<file path="src/rtl/axil_cfg_pkg.sv">
// Shared constants for the AXI-Lite configuration register bank.
package axil_cfg_pkg;

    localparam logic [1:0] AXI_RESP_OKAY   = 2'b00;
    localparam logic [1:0] AXI_RESP_SLVERR = 2'b10;

    localparam int REG_VERSION = 0;
    localparam int REG_CTRL    = 1;
    localparam int REG_STATUS  = 14;

    // Word address (byte address bits [31:2]) maps to a register when the
    // upper bits are clear and the word index exists in the bank.
    function automatic logic addr_ok(input logic [29:0] waddr, input int nregs);
        return (waddr[29:4] == 26'd0) && (int'(waddr[3:0]) < nregs);
    endfunction

endpackage

</file>
<file path="src/rtl/sync_2ff.sv">
// Generic two-flop synchroniser for a single asynchronous level.
module sync_2ff (
    input  logic clk,
    input  logic rst_n,
    input  logic d,
    output logic q
);

    logic meta;

    // Two back-to-back flops; the first may go metastable, the second settles it.
    always_ff @(posedge clk or negedge rst_n) begin
        if (!rst_n) begin
            meta <= 1'b0;
            q    <= 1'b0;
        end else begin
            meta <= d;
            q    <= meta;
        end
    end

endmodule

</file>
<file path="src/rtl/axil_cfg_regfile.sv">
// AXI-Lite slave bank of 32-bit configuration registers with a self-clearing
// core reset in the control register and a synchronised rx_sync status.
module axil_cfg_regfile
    import axil_cfg_pkg::*;
#(
    parameter int          NUM_REGS         = 16,
    parameter logic [31:0] VERSION          = 32'h0001_0000,
    parameter int          RESET_CLR_CYCLES = 4
) (
    input  logic                     s_axi_aclk,
    input  logic                     s_axi_aresetn,
    input  logic [31:0]              s_axi_awaddr,
    input  logic                     s_axi_awvalid,
    output logic                     s_axi_awready,
    input  logic [31:0]              s_axi_wdata,
    input  logic                     s_axi_wvalid,
    output logic                     s_axi_wready,
    output logic [1:0]               s_axi_bresp,
    output logic                     s_axi_bvalid,
    input  logic                     s_axi_bready,
    input  logic [31:0]              s_axi_araddr,
    input  logic                     s_axi_arvalid,
    output logic                     s_axi_arready,
    output logic [31:0]              s_axi_rdata,
    output logic [1:0]               s_axi_rresp,
    output logic                     s_axi_rvalid,
    input  logic                     s_axi_rready,
    input  logic                     rx_sync,
    output logic                     core_reset,
    output logic [32*NUM_REGS-1:0]   cfg_regs
);

    localparam int CW = $clog2(RESET_CLR_CYCLES + 1);

    logic              rdy_en;
    logic              aw_held;
    logic              w_held;
    logic [29:0]       awaddr_q;
    logic [31:0]       wdata_q;
    logic              aw_hs;
    logic              w_hs;
    logic              ar_hs;
    logic              commit;
    logic              wr_ok;
    logic [3:0]        wr_idx;
    logic              rd_ok;
    logic [3:0]        rd_idx;
    logic [NUM_REGS-1:0] wr_en;
    logic              ctrl_bit;
    logic [CW-1:0]     clr_cnt;
    logic              rx_sync_s;
    logic [31:0]       img [NUM_REGS];

    // Byte-lane bits of the addresses carry no meaning for word accesses.
    logic unused_addr;
    assign unused_addr = ^{s_axi_awaddr[1:0], s_axi_araddr[1:0]};

    sync_2ff u_rx_sync (
        .clk   (s_axi_aclk),
        .rst_n (s_axi_aresetn),
        .d     (rx_sync),
        .q     (rx_sync_s)
    );

    // Holds all readies low while in reset and for the edge that releases it.
    always_ff @(posedge s_axi_aclk or negedge s_axi_aresetn) begin
        if (!s_axi_aresetn) rdy_en <= 1'b0;
        else                rdy_en <= 1'b1;
    end

    assign s_axi_awready = rdy_en && !aw_held && !s_axi_bvalid;
    assign s_axi_wready  = rdy_en && !w_held  && !s_axi_bvalid;
    assign s_axi_arready = rdy_en && !s_axi_rvalid;

    assign aw_hs  = s_axi_awvalid && s_axi_awready;
    assign w_hs   = s_axi_wvalid  && s_axi_wready;
    assign ar_hs  = s_axi_arvalid && s_axi_arready;
    assign commit = aw_held && w_held && !s_axi_bvalid;

    assign wr_idx = awaddr_q[3:0];
    assign wr_ok  = addr_ok(awaddr_q, NUM_REGS);
    assign rd_idx = s_axi_araddr[5:2];
    assign rd_ok  = addr_ok(s_axi_araddr[31:2], NUM_REGS);

    // Write channel: capture AW and W independently, commit once both are held,
    // then hold the response until the master takes it.
    always_ff @(posedge s_axi_aclk or negedge s_axi_aresetn) begin
        if (!s_axi_aresetn) begin
            aw_held      <= 1'b0;
            w_held       <= 1'b0;
            awaddr_q     <= '0;
            wdata_q      <= '0;
            s_axi_bvalid <= 1'b0;
            s_axi_bresp  <= AXI_RESP_OKAY;
        end else begin
            if (aw_hs) begin
                aw_held  <= 1'b1;
                awaddr_q <= s_axi_awaddr[31:2];
            end
            if (w_hs) begin
                w_held  <= 1'b1;
                wdata_q <= s_axi_wdata;
            end
            if (commit) begin
                aw_held      <= 1'b0;
                w_held       <= 1'b0;
                s_axi_bvalid <= 1'b1;
                s_axi_bresp  <= wr_ok ? AXI_RESP_OKAY : AXI_RESP_SLVERR;
            end else if (s_axi_bvalid && s_axi_bready) begin
                s_axi_bvalid <= 1'b0;
            end
        end
    end

    // One-hot write strobe; read-only slots simply ignore theirs.
    always_comb begin
        wr_en = '0;
        for (int k = 0; k < NUM_REGS; k++)
            wr_en[k] = commit && wr_ok && (32'(wr_idx) == k);
    end

    // Control bit 0: set with a countdown, cleared on expiry or by writing 0.
    always_ff @(posedge s_axi_aclk or negedge s_axi_aresetn) begin
        if (!s_axi_aresetn) begin
            ctrl_bit <= 1'b0;
            clr_cnt  <= '0;
        end else if (wr_en[REG_CTRL]) begin
            ctrl_bit <= wdata_q[0];
            clr_cnt  <= wdata_q[0] ? CW'(RESET_CLR_CYCLES) : '0;
        end else if (ctrl_bit) begin
            if (clr_cnt == '0) ctrl_bit <= 1'b0;
            else               clr_cnt  <= clr_cnt - 1'b1;
        end
    end

    assign core_reset = ctrl_bit;

    genvar k;
    generate
        for (k = 0; k < NUM_REGS; k++) begin : g_reg
            if (k == REG_VERSION) begin : g_ver
                assign img[k] = VERSION;
            end else if (k == REG_CTRL) begin : g_ctrl
                assign img[k] = {31'b0, ctrl_bit};
            end else if (k == REG_STATUS) begin : g_stat
                assign img[k] = {31'b0, rx_sync_s};
            end else begin : g_rw
                logic [31:0] q;
                // Plain read/write storage word.
                always_ff @(posedge s_axi_aclk or negedge s_axi_aresetn) begin
                    if (!s_axi_aresetn)  q <= '0;
                    else if (wr_en[k])   q <= wdata_q;
                end
                assign img[k] = q;
            end
            assign cfg_regs[32*k +: 32] = img[k];
        end
    endgenerate

    // Read channel: register data on the AR handshake and hold until taken.
    // A same-edge write is not visible because img is the pre-edge value.
    always_ff @(posedge s_axi_aclk or negedge s_axi_aresetn) begin
        if (!s_axi_aresetn) begin
            s_axi_rvalid <= 1'b0;
            s_axi_rdata  <= '0;
            s_axi_rresp  <= AXI_RESP_OKAY;
        end else if (ar_hs) begin
            s_axi_rvalid <= 1'b1;
            s_axi_rdata  <= rd_ok ? img[rd_idx] : 32'h0;
            s_axi_rresp  <= rd_ok ? AXI_RESP_OKAY : AXI_RESP_SLVERR;
        end else if (s_axi_rvalid && s_axi_rready) begin
            s_axi_rvalid <= 1'b0;
        end
    end

endmodule

</file>
<file path="config.mk">
export PLATFORM = sky130hd
export DESIGN_NAME = axil_cfg_regfile
export DESIGN_NICKNAME = d
export VERILOG_FILES = /design/src/rtl/axil_cfg_pkg.sv /design/src/rtl/sync_2ff.sv /design/src/rtl/axil_cfg_regfile.sv
export SDC_FILE = /design/constraint.sdc
export NUM_CORES = 1
export LEC_CHECK = 0
export ABC_AREA = 0
export BUFFER_PORTS_ARGS = -buffer_cell sky130_fd_sc_hd__buf_4
export CAP_MARGIN = 25
export CORE_MARGIN = 5
export CORE_UTILIZATION = 40
export CTS_CLUSTER_DIAMETER = 100
export DETAILED_ROUTE_END_ITERATION = 16
export GPL_TIMING_DRIVEN = 0
export HOLD_SLACK_MARGIN = 0.08
export SYNTH_ARGS = -nofsm -noshare
export SYNTH_HDL_FRONTEND = slang
export SYNTH_HIERARCHICAL = 1
export SYNTH_SLANG_ARGS = --single-unit
</file>
<file path="constraint.sdc">
create_clock -name s_axi_aclk -period 3.1 [get_ports s_axi_aclk]
set_input_delay 0.31 -clock s_axi_aclk [delete_from_list [all_inputs] [get_ports s_axi_aclk]]
set_output_delay 0.31 -clock s_axi_aclk [all_outputs]
set_load 0.05 [all_outputs]
</file>
## After elaboration in Yosys (flattened, before gate mapping)

Index checks and enable logic that the tools add are counted.

- Equality and inequality tests: 15
- Add/sub/neg operators: 1
- $lt $le $gt $ge: 1
- Bitwise operators: 1
- Multiplexer cells: 21
- Reductions and logical operators: 40

Operators by type and width:

| operator | number |
|---|---|
| binary-select mux 32 bit (select 4 bit) | 1 |
| 2-to-1 mux 32 bit | 3 |
| zero test 26 bit | 2 |
| == test 4 bit (second input constant) | 7 |
| logical AND 1 bit | 27 |
| == test 4 x 3 -> 1 bit (second input constant) | 4 |
| 2-to-1 mux 3 bit | 4 |
| 2-to-1 mux 1 bit | 11 |
| nonzero test 2 bit | 5 |
| == test 4 x 2 -> 1 bit (second input constant) | 2 |
| greater-or-equal comparator 5 bit (second input constant) | 1 |
| NOT 4 -> 5 bit | 1 |
| == test 4 x 1 -> 1 bit (second input constant) | 1 |
| zero test 1 bit | 4 |
| 2-to-1 mux 2 bit | 2 |
| zero test 3 bit | 1 |
| subtractor 3 x 1 -> 3 bit (second input constant) | 1 |
| inequality test 2 bit (second input constant) | 1 |
| AND reduction 2 bit | 1 |

- Logic and storage cells: 106
- Register bits after elaboration: 525
- Input port bits: 104

## Longest topological paths before layout

Gate-level depths: netlist (run 1).

- Depth in word-level cells: 6
- Depth in mapped cells: 8
- Depth with buffers taken out: 6

## By module

The synthesis (run 1) kept the hierarchy.

Modules (own cells, without submodules):

| module | times used | cells each | area each (µm²) | sequential area each (µm²) |
|---|---|---|---|---|
| axil_cfg_regfile | 1 | 1767 | 23940.5 | 13037.5 |
| sync_2ff | 1 | 2 | 50.0 | 50.0 |

## Worst setup path after synthesis (run 1)

No wires, ideal clock.

- Kind: reg2reg
- Start point: reg s_axi_rvalid
- End point: reg s_axi_rdata[10]
- Slack: 0.162 ns
- Library setup time: 0.068 ns
- Data arrival time: 2.870 ns
- Cell stages (with the launch flop): 6
- Required time: 3.032 ns
- Path through: dfrtp_1 nor2b_1 nand2_1 nor4_2 clkbuf_1 a32o_1

- Longest elaborated chain between the ends: 3

RTL lines:

| element | RTL line | RTL |
|---|---|---|
| from (decl) | axil_cfg_regfile.sv:26 | `output logic s_axi_rvalid,` |
| from (signal assigned) | axil_cfg_regfile.sv:164 | `s_axi_rvalid <= 1'b0;` |
| from (signal assigned) | axil_cfg_regfile.sv:168 | `s_axi_rvalid <= 1'b1;` |
| from (signal assigned) | axil_cfg_regfile.sv:172 | `s_axi_rvalid <= 1'b0;` |
| zero test 1 bit | axil_cfg_regfile.sv:73 | `assign s_axi_arready = rdy_en && !s_axi_rvalid;` |
| logical AND 1 bit | axil_cfg_regfile.sv:73 |  |
| net s_axi_arready | axil_cfg_regfile.sv:23 | `output logic s_axi_arready,` |
| logical AND 1 bit | axil_cfg_regfile.sv:77 | `assign ar_hs = s_axi_arvalid && s_axi_arready;` |
| to (signal assigned) | axil_cfg_regfile.sv:169 | `s_axi_rdata <= rd_ok ? img[rd_idx] : 32'h0;` |
| to (decl) | axil_cfg_regfile.sv:24 | `output logic [31:0] s_axi_rdata,` |

The timed path passes the listed nets, and every way through them passes these cells.
A chain may end at the register's enable or synchronous reset.

## Worst setup path after layout (run 1)

- Start point: reg awaddr_q[19]
- End point: reg g_reg[13].g_rw.q[4]

- Longest elaborated chain between the ends: 3

RTL lines:

| element | RTL line | RTL |
|---|---|---|
| from (decl) | axil_cfg_regfile.sv:38 | `logic [29:0] awaddr_q;` |
| from (signal assigned) | axil_cfg_regfile.sv:98 | `awaddr_q <= s_axi_awaddr[31:2];` |
| zero test 26 bit | axil_cfg_pkg.sv:14 | `return (waddr[29:4] == 26'd0) && (int'(waddr[3:0]) < nregs);` |
| logical AND 1 bit (2 in series) | axil_cfg_regfile.sv:119 | `wr_en[k] = commit && wr_ok && (32'(wr_idx) == k);` |
| to (signal assigned) | axil_cfg_regfile.sv:152 | `else if (wr_en[k]) q <= wdata_q;` |
| to (decl) | axil_cfg_regfile.sv:148 | `logic [31:0] q;` |

Every way passes these cells.

==> results of run 1 <==
logic make-up after synthesis:
family | Yosys count | synth area share (%)
DFF | 523 | 54.6
buffers and inverters | 249 | 5.70
and+or+nand+nor | 153 | 3.58
xor gates and xnor gates | 2 | 0.0730
other | 2 | 0.0313
adders and majority gates | 2 | 0.104
AOI/OAI and AO/OA | 168 | 5.06
muxes | 670 | 30.9
flip-flops by register name, indices dropped and copies added, names as in the netlist:
register,count
s_axi_rresp,1
clr_cnt,3
s_axi_rvalid,1
wdata_q,32
s_axi_bresp,1
g.g_rw.q,416
rdy_en,1
core_reset,1
awaddr_q,30
aw_held,1
w_held,1
u_rx_sync/meta,1
s_axi_bvalid,1
s_axi_rdata,32
u_rx_sync/q,1
routing by layer:
layer	vias up	GRT usage, %	part of all wire, %
met5	-	0	0.028
met4	4	9.34	3.6
met3	140	7.61	7.7
met2	681	49.6	50
met1	9317	34.5	39
li1	7846	-	-
where the power goes:
| part | leakage (nW) | switching, mW | internal, mW |
|---|---|---|---|
| logic | 9.28 | 1.86 | 0.858 |
| clock network | 0.946 | 2.84 | 4.02 |
| registers | 7.15 | 0.453 | 7.27 |
repair_timing:
item,CTS,global route
pin swaps,2,1
setup endpoints to repair,252,36
hold buffers,66,0
setup buffers,4,0
endpoints found under the hold margin,173,0
gates resized for setup,5,3
area by class of cell:
type,instances,area [sq um]
Clock buffer,89,1750
Sequential cell,523,13100
Tap cell,773,967
Multi-Input combinational cell,1092,9950
Buffer,240,1330
Timing Repair Buffer,637,5090
Clock inverter,17,143
Inverter,9,33.8
Fill cell,5157,26900
cells in the mapped netlist (all sizes together), types with 2 or more instances:
library cell,n
a21o,3
a21oi,16
a221oi,17
a22o,14
a32o,18
buf,191
clkbuf,49
conb,2
dfrtp,523
ha,2
inv,8
mux2,543
mux2i,125
mux4,2
nand2,29
nand2b,7
nand3,2
nand4,3
nor2,40
nor2b,6
nor3,22
nor4,16
nor4b,2
o21ai,20
o221ai,15
o22ai,48
o31ai,14
or2,2
or3,18
or4,2
worst min-delay path, stage by stage:
cell and delay [ns]:
buf_4 0.08, and2_1 0.11, clkbuf_1 0.16, mux2_2 0.17
worst min-delay path by stage:
stage	startpoint	endpoint	slack, ns
after floorplan	s_axi_aresetn	aw_held	0.01
after global placement	u_rx_sync/meta	u_rx_sync/q	0.34
after CTS	s_axi_awvalid	awaddr_q[14]	0.21
after detailed placement	u_rx_sync/meta	u_rx_sync/q	0.34
final	s_axi_awvalid	awaddr_q[14]	0.25
after global routing	s_axi_araddr[11]	s_axi_rdata[7]	0.26
metrics by stage:
step / setup slack, ns / cells / power [mW] / util [%] / area [sq um]
3_3_place_gp: -3.86 / 3192 / 10.3 / 49.8 / 29500
6_report: 0.171 / 3380 / 17.3 / 54.6 / 32400
2_1_floorplan: 0.162 / 1864 / 9.30 / - / 24300
4_1_cts: 0.00756 / 3380 / 17.4 / 54.6 / 32300
5_1_grt: 0.00630 / 3380 / 17.9 / 54.6 / 32400
3_5_place_dp: -0.361 / 3204 / 10.5 / 50.1 / 29700
==> flow_summary_export.csv, run 1 <==
group,metric,value,unit
status,run_status,"finished clean",
cells_and_area,most-common-layout-cells,"buf_4, dfrtp_1, mux2_1, mux2i_1, conb_1",
routing,drt_wl_total,95700,microns
critical_path,rr_startpoint,"awaddr_q[19]",
critical_path,ff2ff_setup_slack,0.17,ns
power,powerDensity,535,nW/um^2
clock_tree,tritoncts_num_sinks,523,
timing,slew_headroom,24.2,%
critical_path,rr_endpoint,"g_reg[13].g_rw.q[4]",
floorplan,rows,89,
cells_and_area,diodes,0,
synth,share_of_flip_flops_with_an_asynchronous_set_or_reset,100,%
critical_path,cp_num_buf_inv,3,
timing,report.final.hold_viol_count,0,
timing,grt_setup_unrepaired,"no",
critical_path,setup.worst_path.start_class,"register",
synth,yosys_most_used_dff,"dfrtp_1",
timing,fmax,341,MHz
timing,fin_crit,2.93,ns
place,post-dp-hpwl,71800,microns
critical_path,crit_chain,"nor4_1 > nand4_1 > buf_4 > buf_12 > nor4_4 > buf_2 > mux2_1",
cells_and_area,drive_above_1_share,34.8,%
power,vdd_ir_drop_max,399,uV
timing,setup_tns,0,ns
cells_and_area,layout.cells.most_common,"buf_4",
grt,antenna_found_initial,3,
floorplan,initial_core_util,40.5,%
timing,worst_setup_skew_after_layout,0.0140,ns
clock_tree,cts_root_buffer,"clkbuf_16",
clock_tree,h_tree_depth,2,
cells_and_area,syn2layout_area_growth,34.9,%
critical_path,end_kind,"register",
timing,whs,0.247,ns
critical_path,setup.worst_path.end,"g_reg[13].g_rw.q[4]",
grt,overflow,0,
synth,post_synth.cell_area_avg,13.6,sq um
timing,post-route-period-util,94.5,%
routing,remaining_drc_errors,0,
critical_path,critPathRequiredTime,3.59,ns
clock_tree,cts-buffers-inserted,58,
critical_path,crit_path_start,"awaddr_q[19]",
floorplan,core_area,59200,sq um
hold_path,hold_path_class,"in2reg",
routing,drtIter0Drc,1036,
synth,synth_area,24000,sq um
clock_tree,clock_insertion_delay_worst_skew,0.62,ns
grt,grt_max_degree,121,
routing,number_of_vias_per_cell,5.32,
cells_and_area,layout.nets,2667,
grt,grtUsageTotal,28.5,%
synth,synth_enable_flop_cells,0,
flow_run,maxCapViolations,0,
routing,drt.antenna.violating_nets,0,
clock_tree,tritoncts_clock_tree,"done",
routing,dr.pass1.iters,5,
synth,synth_top_area_share,54.6,%
synth,synthesis.instances,1769,
critical_path,critical-path-max-stage-delay,0.67,ns
grt,grt_pass1_wl,135000,microns
synth,ys_seq_area_share,54.6,%
place,place.gp.congestion,0.890,
clock_tree,worst_setup_hold_path_clk_slew,0.06,ns
timing,timing.final.setup_violations,0,
synth,ys_types,46,
place,io_buffers,555,
critical_path,timing.critical_path.max_delay_family,"simple AND/OR/NAND/NOR gates",
floorplan,dieWidth,255,microns
floorplan,num_ports,658,
clock_tree,clockBufferDepth,3,
synth,synth-seq-cells,523,
timing,worst_slew_pin_slew,1.14,ns
floorplan,die_h,255,microns
synth,post-synth-top-area-cell,"dfrtp_1",
routing,detail_route.wl_per_cell,28.3,microns
critical_path,critical_path_stages,7,
power,leakage,17.4,nW
critical_path,ff2ff_path_depth,7,
synth,synthesis_warnings,6,
synth,synth_top_cells_by_area,"dfrtp_1, mux2_1, mux2i_1",
hold_path,hold-path-cell-count,4,
routing,route.vias.total,17988,
critical_path,worst_ep_arrival_time,3.42,ns
critical_path,critPathSlowestCell,"nor4_4",
grt,grt_pass1_vias,18777,
critical_path,critical_path_class,"reg2reg",
floorplan,dieArea,65000,sq um
critical_path,critPathMaxFanout,10,
timing,timing.final.max_slew_violations,0,
No activity file was read; power rests on OpenSTA's default activity.
==> run 2: changes to the inputs <==
--- a/config.mk
+++ b/config.mk
@@ -8,6 +8,7 @@
 export ABC_AREA = 0
 export BUFFER_PORTS_ARGS = -buffer_cell sky130_fd_sc_hd__buf_4
 export CAP_MARGIN = 25
+export CORE_ASPECT_RATIO = 0.8
 export CORE_MARGIN = 5
 export CORE_UTILIZATION = 40
 export CTS_CLUSTER_DIAMETER = 100
==> constraint.sdc (replaced) <==
create_clock -name s_axi_aclk -period 3.1 [get_ports s_axi_aclk]
set_input_delay 0.62 -clock s_axi_aclk [delete_from_list [all_inputs] [get_ports s_axi_aclk]]
set_output_delay 0.62 -clock s_axi_aclk [all_outputs]
set_load 0.05 [all_outputs]
==> flow_summary_export.csv, run 2 (synthesis gave the netlist of run 1 again) <==
group,metric,value,unit
grt,antenna_found_initial,5,
routing,drt.antenna.violating_nets,0,
timing,report.final.hold_viol_count,0,
routing,number_of_vias_per_cell,5.40,
cells_and_area,n_fill_cell,5225,
grt,top_usage_layer,"met2",
critical_path,end_kind,"register",
critical_path,rr_startpoint,"awaddr_q[19]",
clock_tree,clockBufferDepth,3,
power,vdd_ir_drop_max,453,uV
floorplan,die_h,229,microns
critical_path,rr_endpoint,"g_reg[8].g_rw.q[4]",
status,run_status,"finished clean",
clock_tree,clock_insertion_delay_worst_skew,0.60,ns
critical_path,setup.worst_path.start_class,"primary input",
clock_tree,cts_root_buffer,"clkbuf_16",
critical_path,critPathMaxFanout,10,
grt,gr-usage-met3,7.37,%
routing,route.vias.total,17982,
timing,slew_headroom,23.3,%
cells_and_area,syn2layout_area_growth,32.3,%
cells_and_area,drive_above_1_share,35.8,%
hold_path,hold_path.startpoint,"rx_sync",
critical_path,ff2ff_setup_slack,0.18,ns
routing,dr.pass1.iters,5,
critical_path,critical_path_class,"in2reg",
place,place.gp.congestion,0.889,
cells_and_area,largest-register,"g.g_rw.q",
floorplan,num_ports,658,
cells_and_area,layout.nets,2614,
grt,grtUsageTotal,28.8,%
cells_and_area,layout.cells.most_common,"buf_4",
cells_and_area,most-common-layout-cells,"buf_4, dfrtp_1, mux2_1, mux2i_1, conb_1",
place,post-dp-hpwl,71400,microns
hold_path,hold_path_end,"u_rx_sync/meta",
power,powerDensity,531,nW/um^2
grt,grt_pass1_wl,138000,microns
place,placement.setup.worst_slack,-0.616,ns
power,report.power.total,16.8,mW
clock_tree,tritoncts_clock_tree,"done",
timing,fin_crit,3.04,ns
timing,post-route-period-util,98.0,%
cells_and_area,biggestRegsByFlops,"g.g_rw.q x416, s_axi_rdata x32, wdata_q x32",
critical_path,worst_ep_arrival_time,3.50,ns
timing,worst_slew_pin_slew,1.15,ns
hold_path,hold-path-cell-count,1,
clock_tree,worst_setup_hold_path_clk_slew,0.06,ns
timing,timing.final.setup_violations,0,
timing,timing.final.max_slew_violations,0,
power,leakage,17.2,nW
floorplan,core_area,59600,sq um
critical_path,critPathRequiredTime,3.56,ns
flow_run,maxCapViolations,0,
floorplan,rows,80,
grt,grtUsageMet2,45.9,%
timing,grt_setup_unrepaired,"no",
clock_tree,tritoncts_num_sinks,523,
routing,drtIter0Drc,1340,
routing,drt_wl_total,96300,microns
routing,detail_route.wl_per_cell,28.9,microns
grt,overflow,0,
grt,grt_max_degree,115,
critical_path,ff2ff_path_depth,7,
timing,post-route-worst-setup-slack,0.0635,ns
place,io_buffers,555,
grt,grt_pass1_vias,18777,
floorplan,dieWidth,284,microns
clock_tree,cts-buffers-inserted,55,
timing,worst_setup_skew_after_layout,0.0140,ns
clock_tree,h_tree_depth,2,
floorplan,initial_core_util,40.3,%
floorplan,dieArea,65000,sq um
routing,remaining_drc_errors,0,
hold_path,hold_path_class,"in2reg",
grt,met1_usage,39.5,%
cells_and_area,max_reg_flops,416,
timing,fmax,329,MHz
## run 2: worst max path at each step
stage / from / endpoint / slack (ns)
final: s_axi_araddr[4] / s_axi_rdata[24] / 0.06
after global placement: s_axi_aresetn / g_reg[11].g_rw.q[17] / -4.19
after global routing: awaddr_q[27] / g_reg[11].g_rw.q[14] / 0.02
after floorplan: s_axi_rvalid / s_axi_rdata[10] / 0.16
after detailed placement: s_axi_araddr[2] / s_axi_rdata[27] / -0.62
after CTS: awaddr_q[12] / g_reg[10].g_rw.q[13] / -0.23
## run 2: per-stage QoR
stage	std cells	util (%)	hold slack [ns]	TNS [ns]	instance area (sq um)
CTS	3319	53.2	0.0937	-21.21	31700
global placement	3198	49.5	0.429	-2304.44	29500
floorplan	1864	-	0.324	0	24300
finish	3328	53.3	0.134	0	31700
detailed placement	3211	49.9	0.430	-101.91	29700
global route	3325	53.3	0.104	0	31700
## run 2: critical path, cell delays in order
cell and delay (ns):
buf_4 0.10, nand2b_1 0.10, clkbuf_1 0.51, clkbuf_1 0.70, clkbuf_1 0.73, o221ai_1 0.27, a21oi_1 0.32, o31ai_1 0.11
## run 2: layout make-up
cell class / count / area, sq um / area share (%)
clock inverter: 12 / 92.6 / 0.292
inverter: 9 / 33.8 / 0.106
tap: 779 / 975 / 3.07
antenna: 5 / 12.5 / 0.0394
sequential: 523 / 13100 / 41.2
multi-input combinational: 1092 / 9980 / 31.4
clock buffer: 81 / 1620 / 5.12
buffer: 240 / 1350 / 4.24
timing repair buffer: 587 / 4600 / 14.5
## run 2: timing repair
action | CTS | global route
pin swaps | 4 | 5
gates resized for setup | 6 | 11
hold buffers | 1 | 0
gates cloned | 0 | 0
setup buffers | 14 | 4
endpoints found under the setup margin | 359 | 254
hold endpoints to repair | 23 | 0
## run 2: where the power goes
| part | internal, mW | switching [mW] | total [mW] |
|---|---|---|---|
| Combinational | 0.801 | 1.88 | 2.68 |
| Clock | 3.67 | 2.77 | 6.44 |
| Sequential | 7.27 | 0.463 | 7.73 |
## run 2: per-layer routing
| metal | vias up | part of all wire, % |
|---|---|---|
| met1 | 9489 | 43 |
| met2 | 641 | 46 |
| met3 | 126 | 7.6 |
| met4 | 0 | 2.8 |
| li1 | 7726 | - |
| met5 | - | 0 |
==> run 3: changes to the inputs <==
--- a/config.mk
+++ b/config.mk
@@ -8,6 +8,8 @@
 export ABC_AREA = 0
 export BUFFER_PORTS_ARGS = -buffer_cell sky130_fd_sc_hd__buf_4
 export CAP_MARGIN = 25
+export CELL_PAD_IN_SITES_DETAIL_PLACEMENT = 1
+export CELL_PAD_IN_SITES_GLOBAL_PLACEMENT = 1
 export CORE_ASPECT_RATIO = 0.8
 export CORE_MARGIN = 5
 export CORE_UTILIZATION = 40
@@ -15,6 +17,7 @@
 export DETAILED_ROUTE_END_ITERATION = 16
 export GPL_TIMING_DRIVEN = 0
 export HOLD_SLACK_MARGIN = 0.08
+export PLACE_DENSITY = 0.87
 export SYNTH_ARGS = -nofsm -noshare
 export SYNTH_HDL_FRONTEND = slang
 export SYNTH_HIERARCHICAL = 1
==> flow_summary_export.csv, run 3 (synthesis gave the netlist of run 1 again) <==
group,metric,value,unit
grt,overflow,0,
grt,grtUsageTotal,30.6,%
power,leakage,17.3,nW
clock_tree,tritoncts_num_sinks,523,
clock_tree,worst_setup_hold_path_clk_slew,0.06,ns
clock_tree,cts_root_buffer,"clkbuf_16",
routing,drtIter0Drc,1503,
grt,grt_pass1_wl,149000,microns
critical_path,setup.worst_path.start_class,"primary input",
timing,grt_setup_unrepaired,"no",
place,place.gp.congestion,0.926,
floorplan,core_area,59600,sq um
clock_tree,clockBufferDepth,3,
critical_path,worst_ep_arrival_time,3.59,ns
status,run_status,"finished clean",
routing,detail_route.wl_per_cell,31.0,microns
routing,drt.antenna.violating_nets,0,
grt,grt_max_degree,126,
cells_and_area,instances_no_fill,3337,
place,io_buffers,555,
cells_and_area,n_fill_cell,6155,
power,powerDensity,552,nW/um^2
clock_tree,tritoncts_clock_tree,"done",
critical_path,critPathRequiredTime,3.64,ns
clock_tree,clock_insertion_delay_worst_skew,0.62,ns
power,report.power.total,17.6,mW
floorplan,die_h,229,microns
cells_and_area,max_reg_flops,416,
timing,slew_headroom,25.0,%
critical_path,critPathMaxFanout,10,
clock_tree,h_tree_depth,2,
grt,grt_pass1_vias,20768,
timing,worst_setup_skew_after_layout,0.0228,ns
routing,drt_wl_total,103000,microns
cells_and_area,syn2layout_area_growth,33.2,%
cells_and_area,layout.cells.most_common,"buf_4",
critical_path,end_kind,"register",
cells_and_area,largest-register,"g.g_rw.q",
floorplan,initial_core_util,40.3,%
place,post-dp-hpwl,75600,microns
routing,remaining_drc_errors,0,
timing,post-route-period-util,98.5,%
timing,report.final.hold_viol_count,0,
clock_tree,cts-buffers-inserted,55,
flow_run,maxCapViolations,0,
timing,timing.final.setup_violations,0,
timing,fmax,327,MHz
floorplan,rows,80,
routing,dr.pass1.iters,5,
grt,antenna_found_initial,6,
floorplan,dieArea,65000,sq um
hold_path,hold_path_class,"in2reg",
timing,fin_crit,3.05,ns
power,vdd_ir_drop_max,445,uV
cells_and_area,biggestRegsByFlops,"g.g_rw.q x416, s_axi_rdata x32, wdata_q x32",
routing,route.vias.total,18928,
floorplan,num_ports,658,
timing,worst_slew_pin_slew,1.13,ns
routing,number_of_vias_per_cell,5.67,
critical_path,critical_path_class,"in2reg",
cells_and_area,layout.nets,2616,
cells_and_area,most-common-layout-cells,"buf_4, dfrtp_1, mux2_1, mux2i_1, conb_1",
floorplan,dieWidth,284,microns
cells_and_area,drive_above_1_share,36.2,%
place,dpl.cell_count,3212,
timing,timing.final.max_slew_violations,0,
## run 3: repair_timing
action,CTS,global route
setup buffers,13,5
hold buffers,1,0
gates cloned,0,0
setup endpoints to repair,400,97
endpoints found under the hold margin,63,0
pin swaps,7,3
gates resized for setup,13,3
## run 3: cell type report
class / instances / area, sq um / area share, %
plain buffers: 240 / 1350 / 4.21
inverters: 9 / 33.8 / 0.106
multi-input cells: 1092 / 9980 / 31.2
diodes: 5 / 12.5 / 0.0391
well taps: 779 / 975 / 3.05
repair buffers: 589 / 4620 / 14.5
clock inverters: 23 / 315 / 0.986
flip-flops and latches: 523 / 13100 / 40.9
clock buffers: 77 / 1590 / 4.97
## run 3: final timing paths
path	endpoint	cells past startpoint	slack (ns)	start
hold reg to reg	u_rx_sync/q	0	0.36	u_rx_sync/meta
setup / recovery	s_axi_rdata[2]	8	0.05	s_axi_araddr[3]
hold / removal	u_rx_sync/meta	1	0.12	rx_sync
max in group asynchronous	s_axi_rdata[15]	5	0.35	s_axi_aresetn
min in group asynchronous	awaddr_q[29]	2	0.58	s_axi_aresetn
setup reg to reg	g_reg[5].g_rw.q[25]	7	0.16	awaddr_q[27]
## run 3: worst max-delay path, cell delays in order
cell      delay [ns]
buf_4           0.12
clkbuf_1        0.18
buf_2           0.30
nor2_1          0.59
clkbuf_1        0.81
a221oi_1        0.22
o21ai_0         0.47
a32o_1          0.27
## run 3: per-stage QoR
| step | TNS, ns | area, sq um | utilization, % | hold WS, ns | setup slack [ns] |
|---|---|---|---|---|---|
| 3_5_place_dp | -163.23 | 29800 | 50.0 | 0.342 | -0.735 |
| 3_3_place_gp | -2203.43 | 29500 | 49.5 | 0.332 | -4.02 |
| 6_report | 0 | 32000 | 53.7 | 0.125 | 0.0453 |
| 4_1_cts | 0 | 31900 | 53.5 | 0.0903 | 0.0107 |
| 5_1_grt | 0 | 32000 | 53.7 | 0.0944 | 0.00671 |
| 2_1_floorplan | 0 | 24300 | - | 0.324 | 0.162 |
## run 3: per-layer routing
layer	vias up	track usage, %	wire length [microns]
met4	2	11.5	4220
met2	934	50.3	49300
met1	10031	39.3	41500
met3	222	7.82	8430
li1	7739	-	-
met5	-	0	14
## run 3: report_power, final
part / switching, mW / internal, mW
registers: 0.546 / 7.26
clock network: 2.91 / 4.15
logic: 1.95 / 0.806
